File: src/rtl/battleship_pkg.sv
// battleship_pkg: shared board geometry, fleet table and state enums
package battleship_pkg;
  localparam int GRID_W = 6;
  localparam int GRID_H = 6;
  localparam int CELLS = 36;
  localparam int NUM_SHIPS = 4;
  localparam logic [2:0] SHIP_LEN [NUM_SHIPS] = '{3'd4, 3'd3, 3'd3, 3'd2};
  localparam logic [CELLS-1:0] COL_FIRST = 36'h041041041;
  localparam logic [CELLS-1:0] COL_LAST = 36'h820820820;
  typedef enum logic {ORIENT_H, ORIENT_V} orient_t;
  typedef enum logic {ST_PLACING, ST_DONE} state_t;
endpackage

File: src/rtl/ship_footprint.sv
// ship_footprint: board mask of a ship anchored at (row,col) and whether it fits; ports row, col, orient, len in; mask, fits out
import battleship_pkg::*;
module ship_footprint (
  input  logic [2:0]       row,
  input  logic [2:0]       col,
  input  orient_t          orient,
  input  logic [2:0]       len,
  output logic [CELLS-1:0] mask,
  output logic             fits
);
  always_comb begin
    mask = '0;
    for (int i = 0; i < CELLS; i++) begin
      mask[i] = orient == ORIENT_H
        ? (i / GRID_W == int'(row) && i % GRID_W >= int'(col) && i % GRID_W < int'(col) + int'(len))
        : (i % GRID_W == int'(col) && i / GRID_W >= int'(row) && i / GRID_W < int'(row) + int'(len));
    end
    fits = orient == ORIENT_H ? int'(col) + int'(len) <= GRID_W : int'(row) + int'(len) <= GRID_H;
  end
endmodule

File: src/rtl/fleet_placer.sv
// fleet_placer: player-steered placement of the fleet onto the 6x6 board; ports clk, reset, up/down/left/right/rotate/place in; ships, preview, overlap, reject, ship_idx, done out; optional SHIP_SPACING_EN forbids ships touching orthogonally
import battleship_pkg::*;
module fleet_placer (
  input  logic             clk,
  input  logic             reset,
  input  logic             up,
  input  logic             down,
  input  logic             left,
  input  logic             right,
  input  logic             rotate,
  input  logic             place,
  output logic [CELLS-1:0] ships,
  output logic [CELLS-1:0] preview,
  output logic             overlap,
  output logic             reject,
  output logic [2:0]       ship_idx,
  output logic             done
);
  state_t state, next_state;
  orient_t orient, rot_orient;
  logic [2:0] row, col, len;
  logic [5:0] btn, prev, rise;
  logic [CELLS-1:0] cur_mask, rot_mask;
  logic cur_fits, rot_fits, up_ok, down_ok, left_ok, right_ok, blocked, place_ok;
  assign btn = {place, rotate, up, down, left, right};
  assign rise = btn & ~prev;
  assign len = SHIP_LEN[ship_idx[1:0]];
  assign rot_orient = orient == ORIENT_H ? ORIENT_V : ORIENT_H;
  ship_footprint cur (.row(row), .col(col), .orient(orient), .len(len), .mask(cur_mask), .fits(cur_fits));
  ship_footprint rot (.row(row), .col(col), .orient(rot_orient), .len(len), .mask(rot_mask), .fits(rot_fits));
  always_comb begin
    preview = state == ST_DONE ? '0 : cur_mask;
    overlap = |(preview & ships);
    up_ok = row != 3'd0;
    left_ok = col != 3'd0;
    down_ok = (orient == ORIENT_V ? int'(row) + int'(len) : int'(row) + 1) < GRID_H;
    right_ok = (orient == ORIENT_H ? int'(col) + int'(len) : int'(col) + 1) < GRID_W;
`ifdef SHIP_SPACING_EN
    // row shifts cannot wrap; column shifts mask off cells that crossed a row edge
    blocked = overlap | |(preview & ((ships << GRID_W) | (ships >> GRID_W)
      | ((ships << 1) & ~COL_FIRST) | ((ships >> 1) & ~COL_LAST)));
`else
    blocked = overlap;
`endif
    place_ok = cur_fits && !blocked;
  end
  always_ff @(posedge clk or posedge reset)
    if (reset) state <= ST_PLACING;
    else state <= next_state;
  always_comb
    next_state = state == ST_PLACING && rise[5] && place_ok && ship_idx == 3'(NUM_SHIPS - 1) ? ST_DONE : state;
  always_comb
    done = state == ST_DONE;
  always_ff @(posedge clk or posedge reset) begin
    if (reset) begin
      ships <= '0;
      ship_idx <= '0;
      row <= '0;
      col <= '0;
      orient <= ORIENT_H;
      prev <= '0;
      reject <= 1'b0;
    end else begin
      prev <= btn;
      reject <= 1'b0;
      if (state == ST_PLACING) begin
        if (rise[5]) begin
          if (place_ok) begin
            ships <= ships | preview;
            ship_idx <= ship_idx + 3'd1;
            row <= '0;
            col <= '0;
            orient <= ORIENT_H;
          end else reject <= 1'b1;
        end else if (rise[4]) begin
          if (rot_fits && |rot_mask) orient <= rot_orient;
        end else if (rise[3]) begin
          if (up_ok) row <= row - 3'd1;
        end else if (rise[2]) begin
          if (down_ok) row <= row + 3'd1;
        end else if (rise[1]) begin
          if (left_ok) col <= col - 3'd1;
        end else if (rise[0]) begin
          if (right_ok) col <= col + 3'd1;
        end
      end
    end
  end
endmodule

File: config.mk
export PLATFORM = sky130hd
export DESIGN_NAME = fleet_placer
export DESIGN_NICKNAME = d
export VERILOG_FILES = /design/src/rtl/battleship_pkg.sv /design/src/rtl/ship_footprint.sv /design/src/rtl/fleet_placer.sv
export SDC_FILE = /design/constraint.sdc
export NUM_CORES = 1
export LEC_CHECK = 0
export ABC_AREA = 1
export BUFFER_PORTS_ARGS = -buffer_cell sky130_fd_sc_hd__buf_4
export CORE_MARGIN = 5
export CORE_UTILIZATION = 53
export CTS_CLUSTER_SIZE = 14
export DETAILED_ROUTE_END_ITERATION = 10
export GPL_ROUTABILITY_DRIVEN = 0
export PLACE_DENSITY = 0.75
export SKIP_LAST_GASP = 1
export SLEW_MARGIN = 0
export SYNTH_ARGS = -nofsm -noshare
export SYNTH_HDL_FRONTEND = slang
export SYNTH_HIERARCHICAL = 1
export SYNTH_SLANG_ARGS = --single-unit
File: constraint.sdc
create_clock -name clk -period 4.5 [get_ports clk]
set_input_delay 0.45 -clock clk [delete_from_list [all_inputs] [get_ports clk]]
set_output_delay 0.45 -clock clk [all_outputs]
set_load 0.1 [all_outputs]
After elaboration in Yosys (flattened, before gate mapping)
Index checks and enable logic that the tools add are counted.
Cells by class
  muxes and demuxes: 103
  bitwise operators: 6
  shift-type cells: 0
  divide/modulo/power cells: 0
  equality and inequality tests: 17
  reduce and logical (&&, ||, !) cells: 166
  multiply operators: 0
  $add $sub $neg: 9
  magnitude comparators: 29
Operator list (number)
  $logic_and A1 B1 Y1: 149
  $lt A3 B32 Y1 const A: 4
  $lt A4 B32 Y1 const A: 4
  $mux W1: 82
  $reduce_or A36 Y1: 2
  $le A32 B4 Y1 const B: 2
  $lt A1 B32 Y1 const A: 2
  $lt A2 B32 Y1 const A: 2
  $lt A32 B4 Y1 const B: 2
  $mux W32: 2
  $mux W3: 17
  $and A36 B36 Y36: 1
  $mux W36: 1
  $or A36 B36 Y36: 1
  $eq A3 B3 Y1 const A: 8
  $reduce_bool A3 Y1: 6
  $ge A1 B3 Y1 const A: 4
  $ge A2 B3 Y1 const A: 4
  $ge A3 B3 Y1 const A: 4
  $add A3 B1 Y3 const B: 3
  $add A3 B1 Y4 const B: 2
  $add A3 B3 Y4: 2
  $ne A2 B1 Y1 const B: 4
  $reduce_and A8 Y1: 1
  other kinds (16): 21
Storage, ports and cells
  latch bits: 0
  output and inout port bits: 78
  memory bits (read-only): 0
  memories kept: 0
  bits in writable memories: 0
  flip-flop bits (word level): 54
  bits of input ports: 8

Depth between registers and ports, before layout
Gate-level depths: netlist of run 1.
  depth in word-level cells: 16
  depth in mapped cells: 24
  depth with buffers taken out: 23

Modules after synthesis
Netlist of run 1, hierarchy kept.
By module, submodules not included
  fleet_placer: cells an instance 401, instances 1, seq. area each 1351.3 µm², area each 3178.0 µm²
  ship_footprint (rot): cells an instance 239, instances 1, seq. area each 0.0 µm², area each 1182.4 µm²
  ship_footprint (cur): cells an instance 226, instances 1, seq. area each 0.0 µm², area each 1144.8 µm²

Least setup slack after synthesis of run 1
Ideal clock, no wire load.
  path kind: register -> output
  start point: reg ship_idx[0]
  end point: out overlap
  stages on the path, launching flop included: 20
  buffers on the path: 0
  data required time: 4.050 ns
  data arrival time: 5.204 ns
  slack: -1.154 ns
  path through: dfrtp_1 > inv_1 > ha_1 > ha_1 > inv_1 > fa_1 > inv_1 > nor2_1 > o21ai_2 > nand3_1 > nand2_1 > inv_1 > nor2_1 > nand2_1 > nand2_1 > nor2_1 > nand3_1 > nor2_2 > and2_1 > inv_1
Between the ends
  cells in the longest elaborated chain, start to end: 11
  elaborated cells between the ends (all ways): 129
RTL lines
  start, declared: line fleet_placer.sv:16  | output logic [2:0] ship_idx,
  start signal, assigned: line fleet_placer.sv:70  | ship_idx <= ship_idx + 3'd1;
  $not A2 Y3 (implied by the code) (*): line fleet_placer.sv:27  | assign len = SHIP_LEN[ship_idx[1:0]];
  $bmux W3 S2 (*): line fleet_placer.sv:27
  $mux W3 (implied by the code) (*) (2 in series): line fleet_placer.sv:27
  via len[0]: line fleet_placer.sv:21  | logic [2:0] row, col, len;
  $add A3 B3 Y4 (on tied branches): line ship_footprint.sv:15, ship_footprint.sv:16
  $lt A4 B32 Y1 (on tied branches): line ship_footprint.sv:15, ship_footprint.sv:16
  $logic_and A1 B1 Y1 (on tied branches): line ship_footprint.sv:15, ship_footprint.sv:16
  $mux W1 (*): line ship_footprint.sv:15  | ? (i / GRID_W == int'(row) && i % GRID_W >= int'(col) && i % GRID_W < int'(col) + int'(len))
  via cur_mask[28]: line fleet_placer.sv:23  | logic [CELLS-1:0] cur_mask, rot_mask;
  $mux W36 (*): line fleet_placer.sv:32  | preview = state == ST_DONE ? '0 : cur_mask;
  via preview[28]: line fleet_placer.sv:13  | output logic [CELLS-1:0] preview,
  $and A36 B36 Y36 (*): line fleet_placer.sv:33  | overlap = |(preview & ships);
  $reduce_or A36 Y1 (*): line fleet_placer.sv:33
  end, declared: line fleet_placer.sv:14  | output logic overlap,
The timed path passes the listed nets; every way through them passes the cells marked *. The select of a mux whose other input is x is not followed.

Worst setup path after layout of run 1
  start point: reg ship_idx[0]
  end point: out overlap
Between the ends
  cells in the longest elaborated chain, start to end: 11
  elaborated cells between the ends (all ways): 129
RTL lines (line)
  $not A2 Y3 (implied by the code) (*): fleet_placer.sv:27
  $bmux W3 S2 (*): fleet_placer.sv:27
  $mux W3 (implied by the code) (*) (2 in series): fleet_placer.sv:27
  via len[0]: fleet_placer.sv:21
  $add A3 B3 Y4 (on tied branches): ship_footprint.sv:15, ship_footprint.sv:16
  $lt A1 B32 Y1 or $lt A4 B32 Y1 (tied branches): ship_footprint.sv:15, ship_footprint.sv:16
  $logic_and A1 B1 Y1 (on tied branches): ship_footprint.sv:15, ship_footprint.sv:16
  $mux W1 (*): ship_footprint.sv:15
  via cur_mask[30]: fleet_placer.sv:23
  $mux W36 (*): fleet_placer.sv:32
  $and A36 B36 Y36 (*): fleet_placer.sv:33
  $reduce_or A36 Y1 (*): fleet_placer.sv:33
Marked as above.

==> results.txt, run 1 <==
- The first TritonRoute pass finished after 6 iterations.
- In this run the remaining antenna-violating nets after routing total 0.
* DRC marker count from the first detailed-route iteration: 546
- Status: finished clean
- The worst setup path is launched from a flip-flop.
- The number of different library cells used by synthesis comes to 38.
- Unrepaired setup endpoints after global routing: false
- Power after layout: roughly 820 µW
- Final hold analysis gives a worst-case slack of 240 ps.
* Initial antenna violation count: 0
* Sequential area share after synthesis: 24.5%
- # placed instances: 1076
* Met2 Track Usage GR: approximately two fifths
* Critical Path End Type: output pin
* Antenna diode count: 0
- Counting every instance in the synthesized netlist gives 866.
- The initial utilization of the core area, before any placement, comes to between 50 and 60%.
* HP Class: input port to flip-flop
- CTS H-tree depth: 2
- Once routing completed, OpenROAD measured the worst setup slack at 271 ps.
- Min-delay src: rotate
- The clock drives 54 sinks.
- Overflow left after global routing: 0
- Part of the cycle the worst path needs: 94.0%
* Number of gates given a new drive strength after cts: 0
* Relative max-transition margin: 54.3%
- Synth Area per Inst: 6.36 µm²
* Area grow syn2layout: 17.5%
- First-pass GRT wire length: 27.0 mm
* Synthesis-stage register bit count: 54
* Site Rows: 37
- Total via count after detailed routing: 5936
* Number of buffers on the longest clock path: 2
- STA puts the critical path data required time at 4050 ps.
- Setup_tns: 0 ps
- From bottom edge to top edge, the die measures roughly 110 µm.
- At the later pin of the worst-skew pair, clock insertion delay measures 320 ps.
- Non-filler instance count after layout: 1084
* Remaining DRCs: 0
- Hold-fix buffers, CTS: 0
- Fill cells: 1000
- Placed Instance Area: 6350 µm²
- The floorplan step defined a core boundary enclosing 10200 µm².
- Die Footprint: 12500 µm²
- Yosys mapped a number of flops with a built-in enable equal to 0.
* Clock transition at the register clock pins on the worst setup and hold paths after CTS: 100 ps
* Leakage power: 3.59 nW
* Final #Nets: 983
* Number of stages on the worst hold path: 1
- Timing analysis after detailed placement gives a worst setup slack of about 540 ps.
- Most common cell on crit path: sky130_fd_sc_hd__nand3_1
* Power density over cell area: 127 nW/µm²
* Fraction of layout instances using a drive strength above 1: between 20% and 30%
- After clock tree synthesis, the setup repair step added 0 buffers.
- GRT Total Usage: 25.7%
- Master cell of the clock root buffer: sky130_fd_sc_hd__clkbuf_8
- Number of input and output port buffers inserted: 85
* Minimum clock period after layout: 4230 ps
* Post-route clock skew: 13.8 ps
* Met1 track utilization from global routing: 36.4%
* Number of cells on the worst reg-to-reg path: 21
* Worst setup path class: flip-flop to output pin
- Total area of multi-input combinational cells: 3660 µm²
- The endpoint identified for the worst register-to-register timing path is ship_idx[2].
* Max-slew violation count: 0
- Post-layout utilization of the core: 63.2%
- Commonest non-fill, non-tap cell in the layout: sky130_fd_sc_hd__nand2_1
- IR Drop Worst-Case VDD: 115 µV
- The startpoint identified for the worst register-to-register timing path is ship_idx[0].
- Post-synthesis instance area: 5510 µm²
- Along the worst path, the maximum fanout reaches 7.
- Of all flip-flops after synthesis, the portion carrying an async set or reset was 100%.
* Critical-path top delay cell: sky130_fd_sc_hd__fa_1
* Vias in the first global route: 5512
- Final Hold Vio Count: 0
- TritonCTS built the clock tree.
- Detailed Route WL: 16.0 mm
- Setup violations remaining at the end of the flow were counted as 0.
* Most used flip-flop cell after synthesis: sky130_fd_sc_hd__dfrtp_1
- For this run, global-route usage on met3 was measured as 5.05%.
* Post-layout instance area: 6470 µm²
* Storage element area: 1360 µm²
- Counting every net in the synthesized netlist gives 902.
- Commonest cells after routing, fill and taps aside: 220 x sky130_fd_sc_hd__nand2_1, 170 x sky130_fd_sc_hd__nand3_1, 114 x sky130_fd_sc_hd__inv_1
- The worst hold path terminates at prev[4].
- The setup check on the worst reg-to-reg path leaves a slack of 660 ps.
* Top-Level Pins: 86
* Vias per cell: 5.48
- Worst Path Arrival: ~3800 ps
- The critical path goes through inv_1 -> ha_2 -> ha_1 -> inv_1 -> fa_1 -> inv_1 -> nor2_1 -> nand3_1 -> nand3_1 -> nand2_1 -> nand3_1 -> nand2_1 -> nor2_1 -> nand3_1 -> nor2_2 -> and2_1 -> clkinvlp_4 -> buf_4.
* Count of max-cap constraint violations: 0
- Cts bufs inserted: 5
- Synth warn: 6
- Entering global routing, the biggest net connects 55 pins.
- Once detailed placement completed, the half-perimeter wirelength came to 12.3 mm.
* Worst Max-Slew Pin Slew: 686 ps
* Horizontal die dimension: 112 µm
- Derived from the worst setup path, the maximum achievable clock frequency is approximately 0.24 GHz.
- The layer flagged by global routing as most heavily used is met2.
- Dividing the detail-routed wire length by the instance count gives 14.8 µm.
- Crit-path max cell delay: between 500 and 600 ps
- Launch point of the worst path: ship_idx[0]
state kept, by name (all words and copies together), names as in the netlist:
register,count
reject,1
col,3
row,3
ship_idx,3
ships,36
orient,1
done,1
prev,6
synthesized netlist by cell type (all sizes together) (8+ instances only):
cell,instances,share of area (%)
nand2,228,16
dfrtp,54,25
nor3,15,1.8
o21ai,19,2.2
buf,16,2.5
nand4,12,1.4
inv,122,8.4
ha,20,4.5
nand3,177,16
o21bai,35,6.1
nor2,134,10
fa,8,2.9
power by group:
part,leakage [nW],switching (mW),internal [mW]
Clock,0.0478,0.176,0.127
Sequential,0.718,0.000639,0.488
Combinational,2.82,0.0228,0.0109
Total,3.59,0.199,0.626
worst max-delay path, delay by kind of cell, from the launching register on:
kind	cells	cell delay (ps)
flip-flops	1	390
AND/OR/NAND/NOR	10	1420
adder cells (fa/ha/maj)	3	1100
buffers and inverters	5	530
cell type report:
type                    count  share of cell area (%)
repair buffers             95                    11.0
inverters                 123                    7.23
multi-input cells         668                    56.6
well taps                 136                    2.63
clock inverters             2                   0.251
flip-flops and latches     54                    20.9
clock buffers               6                    1.28
per-layer routing:
metal / routed length, µm / vias up
met3: 1620 / 37
met1: 6940 / 2654
met2: 7200 / 291
li1: - / 2954
met5: 0 / -
met4: 291 / 0
worst max path at each step:
stage,depth (start not counted),slack (ps),end
floorplan,19,210,overlap
global placement,21,590,overlap
detailed placement,21,540,overlap
CTS,21,180,overlap
global route,20,7,overlap
finish,18,270,overlap
cell families (layout without fill, tap and decap cells):
family / count (synthesis) / after routing / share of synthesized area [%]
DFF: 54 / 54 / 24.5
adders and majority gates: 28 / 28 / 7.45
AOI/OAI and AO/OA: 63 / 63 / 9.43
buffers and inverters: 144 / 226 / 11.3
and+or+nand+nor: 573 / 573 / 46.7
xor gates and xnor gates: 4 / 4 / 0.636
Power figures use the tool's default switching activity.
==> run 2: changes to the inputs <==
--- a/config.mk
+++ b/config.mk
@@ -5,14 +5,13 @@
 export SDC_FILE = /design/constraint.sdc
 export NUM_CORES = 1
 export LEC_CHECK = 0
-export ABC_AREA = 1
 export BUFFER_PORTS_ARGS = -buffer_cell sky130_fd_sc_hd__buf_4
 export CORE_MARGIN = 5
 export CORE_UTILIZATION = 53
 export CTS_CLUSTER_SIZE = 14
 export DETAILED_ROUTE_END_ITERATION = 10
 export GPL_ROUTABILITY_DRIVEN = 0
-export PLACE_DENSITY = 0.75
+export PLACE_DENSITY = 0.76
 export SKIP_LAST_GASP = 1
 export SLEW_MARGIN = 0
 export SYNTH_ARGS = -nofsm -noshare
==> run 2 against run 1 <==
Net effect:
- clock skew decreased by 4.5 ps
- critical path type unchanged
- critical endpoint unchanged
- largest cell class unchanged
- core utilization is 5.6 points higher
- flip-flop and latch count is the same
- die area decreased by 6.9%
- register-to-register slack worse by 470 ps
- hold slack got worse by 6.1 ps
- final cell count decreased by 24%
- via count is 9.2% lower
- wire length up 2.1%
- highest routed layer unchanged
- count of clock-buffer cells in the layout unchanged
==> results.txt, run 2 <==
* Number of buffers on the longest clock path: 2
* Synthesis-stage register bit count: between 50 and 60
- For this design the top-level I/O count stands at 86.
- Worst reg2reg setup slack: approximately 190 ps
* Fraction of layout instances using a drive strength above 1: between 30% and 40%
- Distinct cell type count after synthesis: 77
- In this run the most critical hold path is launched from up.
- The number of pins with negative max-slew slack in the final report is 0.
* Number of stages on the worst hold path: 1
- The path with the worst hold slack has its endpoint at prev[3].
* Synthesized instance count: 593
* Vias per cell: approximately 6.5
- Logic depth of the worst setup path including buffers: 16
- Wirelength per Cell: roughly 20 µm
- Summing over every cut layer, the via total after detailed routing is 5389.
* Sequential area share after synthesis: a little over a quarter
* Commonest cells after routing, fill and taps aside: 118 x sky130_fd_sc_hd__buf_4, 52 x sky130_fd_sc_hd__dfrtp_1, 38 x sky130_fd_sc_hd__a21o_1, 38 x sky130_fd_sc_hd__o22ai_1, 37 x sky130_fd_sc_hd__nand2_1
* Crit-path max cell delay: slightly above 600 ps
- Once the floorplan was initialized, standard cells occupied 54.8% of the core.
- The via count of the first global-routing pass came to slightly above 5000.
- Counting both buffers and inverters, the worst setup path holds a total of 4.
- Antenna diode count: 0
- For this run, the post-layout net count is 731.
* Post-route clock skew: 9.29 ps
- The first routing iteration left 599 violations.
* Cts bufs inserted: 5
* Post-synthesis instance area: 5090 µm²
* Relative max-transition margin: a little over half
- Derived from the worst setup path, the maximum achievable clock frequency is 0.224 GHz.
- Synth Area per Inst: 8.58 µm²
- Post-layout instance area: 6390 µm²
* Flip-flop count of the largest register, all copies and words added: 36
- Antenna Violating Nets Remaining: 0
* Detailed Route WL: approximately 16 mm
- The core region is 9280 µm².
- At the pin with the least slew margin, the transition time is 701 ps.
- The worst setup path is captured at an output pin.
- After clock tree synthesis, the clock-pin slew on the worst setup and hold paths is roughly 110 ps.
- Height of the chip: 108 µm
- In the post-route analysis, the smallest setup slack over all paths is 34.6 ps.
- Total half-perimeter wirelength after legalization and detailed placement: 11.9 mm
* Overflow left after global routing: 0
* Top delay family on crit path: adder cells
- Subtracting the final worst setup slack from the clock period gives 4470 ps.
* Area grow syn2layout: 25.6%
* Biggest area contributors in the synthesized netlist: sky130_fd_sc_hd__dfrtp_1 27%, sky130_fd_sc_hd__nor2b_1 6.5%, sky130_fd_sc_hd__a21o_1 5.6%
- Remaining DRCs: 0
- Counting flops with a built-in enable in the synthesized netlist gives 0.
* Maximum number of pins on one net before global-route repair: 55
* Most used flip-flop cell after synthesis: sky130_fd_sc_hd__dfrtp_1
- Measured in cells, the most critical reg-to-reg path has a length of 17.
* Worst setup path class: flip-flop to output pin
- The initial antenna violation count is 0.
- The floorplan has 35 rows.
- Synth cell count leaders: 54 x sky130_fd_sc_hd__dfrtp_1, 53 x sky130_fd_sc_hd__nor2b_1, 40 x sky130_fd_sc_hd__o22ai_1
- Required time of the critical path: 4050 ps
* FFs w/ async S/R, synth: between 90% and 100%
* Post-Synthesis Net Count: 629
* Master cell of the clock root buffer: sky130_fd_sc_hd__clkbuf_8
- Traced cell by cell, the critical path runs through inv_2 -> ha_4 -> ha_4 -> inv_1 -> fa_2 -> nor2b_4 -> o211ai_1 -> a221oi_2 -> buf_4 -> o32ai_1 -> a22oi_1 -> nand2_1 -> or4_4 -> nor2_4 -> nor2_4 -> buf_12.
- The count of final hold-check violations is 0.
- Across the run, the number of max-cap violations was 0.
- Worst Path Arrival: 4020 ps
* Horizontal die dimension: 108 µm
- The H-tree was split into 2 levels.
- Number of input and output port buffers inserted: 85
* Unrepaired setup endpoints after global routing: true
* Top flop regs: ships x36, prev x6
* Share of the synthesized area in the top cell type: 26.6%
- Commonest non-fill, non-tap cell in the layout: sky130_fd_sc_hd__buf_4
- Setup violations remaining at the end of the flow were counted as 0.
- The placed instances occupy a cell area of 6000 µm².
- TritonCTS clock tree: done
- ships holds more flip-flops than any other register.
* First-pass detailed-route iteration total: 8
- Minimum setup slack after placement: roughly 90 ps
* Hold-fix buffers, CTS: 0
- Synth warn: 6
- Setup_tns: 0 ps
* GRT Total Usage: 27.6%
* HP Class: input port to flip-flop
- The clock reaches the later pin of the worst-skew pair after 320 ps.
* Critical-path maximum fanout: 6
- In this run the critical register-to-register path is captured at ship_idx[1].
* Most common cell in the netlist: sky130_fd_sc_hd__dfrtp_1
- Dominant cell type by area after synthesis: sky130_fd_sc_hd__dfrtp_1
* First-pass GRT wire length: 26.1 mm
- The tree built by TritonCTS fans out to 54 sinks.
- The worst setup path is launched from a flip-flop.
* Die Footprint: 11700 µm²
- Status: finished clean
* Part of the cycle the worst path needs: 99.2%
- The startpoint identified for the worst register-to-register timing path is ship_idx[0].
- For this design, the slowest cell found on the critical path is sky130_fd_sc_hd__fa_2.
## run 2: kinds of logic after synthesis
logic type / Yosys count / synth area share [%]
compound gates: 216 / 32.6
xor+xnor: 5 / 0.861
fa+ha+maj: 28 / 8.06
buf+inv: 59 / 5.38
flops: 54 / 26.6
mux: 6 / 1.48
simple gates: 225 / 25.1
## run 2: per-stage QoR
stage	util [%]	instances	hold WS [ps]
2_1_floorplan	-	593	481
3_3_place_gp	64.6	804	470
3_5_place_dp	64.6	804	472
5_1_grt	68.8	825	226
6_report	68.8	825	234
4_1_cts	67.3	822	233
## run 2: worst max-delay path by stage
stage           startpoint          end
2_1_floorplan  ship_idx[1]  ship_idx[1]
3_3_place_gp   ship_idx[1]      overlap
3_5_place_dp   ship_idx[1]      overlap
4_1_cts        ship_idx[1]      overlap
5_1_grt        ship_idx[0]      overlap
6_report       ship_idx[0]      overlap
## run 2: timing repair
action	in CTS	in global routing
resized for setup	15	23
setup endpoints to repair	1	48
setup buffers	10	3
pin swaps	10	23
## run 2: layout make-up
type | count | area, µm²
fillers | 730 | 2890
flip-flops and latches | 54 | 1350
repair buffers | 122 | 957
well taps | 129 | 161
inverters | 32 | 120
clock buffers | 6 | 72.6
multi-input cells | 480 | 3710
clock inverters | 2 | 17.5
## run 2: metal layers
layer | GRT usage, % | part of all wire [%] | vias up
li1 | - | - | 2443
met1 | 36.8 | 41 | 2577
met2 | 45.7 | 48 | 313
met3 | 5.37 | 8.7 | 56
met4 | 7.57 | 2.6 | 0
met5 | 0 | 0 | -
Power of run 2 is not shown: default switching activity piles up to over one toggle a cycle in this logic, so the estimate is an artifact.
==> run 3: changes to the inputs <==
--- a/config.mk
+++ b/config.mk
@@ -5,12 +5,13 @@
 export SDC_FILE = /design/constraint.sdc
 export NUM_CORES = 1
 export LEC_CHECK = 0
-export BUFFER_PORTS_ARGS = -buffer_cell sky130_fd_sc_hd__buf_4
+export BUFFER_PORTS_ARGS = -buffer_cell sky130_fd_sc_hd__buf_2
 export CORE_MARGIN = 5
 export CORE_UTILIZATION = 53
 export CTS_CLUSTER_SIZE = 14
 export DETAILED_ROUTE_END_ITERATION = 10
 export GPL_ROUTABILITY_DRIVEN = 0
+export GPL_TIMING_DRIVEN = 0
 export PLACE_DENSITY = 0.76
 export SKIP_LAST_GASP = 1
 export SLEW_MARGIN = 0
==> run 3 against run 2 <==
Net effect:
- the flow now finishes with violations (setup timing)
- critical path type unchanged
- die area did not move
- maximum frequency shrank 2.7%
- setup slack got worse by 130 ps
- first-iteration DRC count grew 19%
- sequential share of layout area rose by 0.47 points
- hold slack lost 170 ps
- final cell count is 1.9% higher
- count of clock-buffer cells in the layout stayed put
- critical endpoint unchanged
- wire length grew 1.1%
- final area decreased by 1.8%
==> results.txt, run 3 (synthesized netlist as in run 2, its figures left out) <==
* Part of the cycle the worst path needs: 102%
- Measured along the x axis, the die boundary spans between 100 and 150 µm.
* Setup slack after layout: -91.0 ps
* Top delay family on crit path: adder cells
- Counting along the longest clock path gives a buffer depth of 2.
- Static timing analysis puts the maximum clock frequency at 0.218 GHz.
- Setup repair after global routing could not meet its margin everywhere.
* Critical path cell sequence: inv_2 -> ha_4 -> ha_4 -> inv_2 -> fa_2 -> nor2b_1 -> o211ai_1 -> a221oi_4 -> buf_4 -> o32ai_4 -> a22oi_2 -> nand4_1 -> or4_4 -> nor2_4 -> nor2_4 -> buf_12
- Minimum clock period after layout: 4590 ps
- The critical path crosses 16 cells after its start point.
- Worst setup path class: flip-flop to output pin
- The number of cells on the worst reg-to-reg path is 16.
- Post-layout utilization of the core: about two thirds
* Startpoint type of the worst setup path: flip-flop
- After clock tree synthesis, the clock-pin slew on the worst setup and hold paths is 100 ps.
* Worst Path Arrival: 4140 ps
- Detailed Route WL: 16.6 mm
- Antenna diode count: 0
- Clock skew on the completed layout was measured at 3.53 ps.
* Remaining DRCs: 0
- Counting the buffers created by CTS gives 5.
- Master cell of the clock root buffer: sky130_fd_sc_hd__clkbuf_8
* Later-pin clock latency in the skew report: 310 ps
* First-pass GRT wire length: roughly 27 mm
- Final setup violating endpoints: 1
- Status: complete, but fails checks
- The largest registers in the layout are ships x36, prev x6.
- Die Footprint: about 12000 µm²
* Maximum number of pins on one net before global-route repair: 44
- Final Hold Vio Count: 0
- Initial antenna violation count: 0
* Critical-path maximum fanout: 6
* Fraction of layout instances using a drive strength above 1: 31.6%
* Relative max-transition margin: 45.5%
- Required time of the critical path: 4050 ps
* Number of input and output port buffers inserted: 85
- Core ar.: ~9300 µm²
- Vias in the first global route: 5337
- In the final routed layout, each cell accounts on average for just under 20 µm.
- CTS built an H-tree with a depth of 2.
- On the critical path, the stage with the largest delay is an instance of sky130_fd_sc_hd__fa_2.
* Final #Nets: between 700 and 800
- GRT Total Usage: roughly 28%
- Overflow left after global routing: 0
- In this run the worst setup path begins at ship_idx[1].
* Register with the most flip-flops: ships
- The checks that failed: setup timing.
* TritonCTS clock tree: done
- Max-slew violation count: 0
- STA classifies the critical path endpoint as an output pin.
- After clock tree synthesis, the flow added hold-fix buffers numbering 0.
* Crit-path max cell delay: just over 600 ps
* Critical R2R Launch: ship_idx[1]
- From synthesis to final layout, the design area changed by 23.3%.
- Height of the chip: ~110 µm
- Number of sinks driven by the clock tree: 54
- Sum of buffers and inverters on the critical path: 4
- First-pass detailed-route iteration total: 8
- Total half-perimeter wirelength after legalization and detailed placement: 12.0 mm
* DRC marker count from the first detailed-route iteration: about 720
- The count of nets left with antenna violations once routing finished came out at 0.
* Total via count after detailed routing: between 5000 and 6000
- For this configuration, the core starts out at a cell density of 54.8%.
* Worst Max-Slew Pin Slew: between 800 and 900 ps
* Top-Level Pins: between 80 and 90
- The floorplan has 35 rows.
* Commonest cells after routing, fill and taps aside: 90 x sky130_fd_sc_hd__buf_2, 48 x sky130_fd_sc_hd__dfrtp_1, 39 x sky130_fd_sc_hd__o22ai_1
- The layout has 770 filler cells.
- Flip-flop count of the largest register, all copies and words added: 36
- After routing, the total negative slack on setup checks comes to -91.0 ps.
* Vias per cell: between 6 and 7
* Commonest non-fill, non-tap cell in the layout: sky130_fd_sc_hd__buf_2
* HP Class: input port to asynchronous set/reset pin
- The tool flagged a number of max-cap violations equal to 0.
run 3: changes by cell type in the layout (fill, tap and decap cells not counted), sizes merged:
cell / before / now
clkbuf: 6 / 19
buf: 122 / 125
clkinvlp: 0 / 1
bufinv: 0 / 1
inv: 33 / 32
clkinv: 1 / 0
run 3: timing repair:
| action | 4_1_cts | 5_1_grt |
|---|---|---|
| buffers inserted | 20 | 5 |
| pin swaps | 13 | 17 |
| resized for setup | 28 | 17 |
| setup endpoints to repair | 48 | 36 |
run 3: metrics by stage:
step	std cells	instance area (µm²)	setup WS [ps]	hold slack, ps
after CTS	836	6140	-79.5	64.7
after global placement	807	5750	-441	461
after floorplan	593	5160	7.25	481
after detailed placement	808	5770	-474	411
after global routing	841	6270	-216	77.5
final	841	6270	-91.0	61.2
run 3: path summary, 6_finish.rpt:
check	endpoint	slack, ps
setup / recovery	overlap	-90
hold / removal	ship_idx[2]	60
max in group asynchronous	col[1]	3920
hold reg to reg	ships[34]	490
min in group clk	prev[4]	250
setup reg to reg	row[2]	80
run 3: metal layers:
layer  vias up  global-route usage, %  part of all wire (%)
met5         -                      0                     0
li1       2472                      -                     -
met2       353                   45.7                    47
met3        49                   4.48                   9.9
met1      2595                   39.2                    42
met4         0                   6.58                   1.8
run 3: area by class of cell:
| type | count | area (µm²) | share of cell area (%) |
|---|---|---|---|
| Tap cell | 129 | 161 | 2.57 |
| Multi-Input combinational cell | 480 | 3700 | 59.0 |
| Sequential cell | 54 | 1360 | 21.7 |
| Clock buffer | 6 | 72.6 | 1.16 |
| Timing Repair Buffer | 111 | 659 | 10.5 |
| Inverter | 32 | 123 | 1.95 |
| Buffer | 27 | 159 | 2.53 |
| Clock inverter | 2 | 37.5 | 0.598 |
Power of run 3 is left out for the same reason.
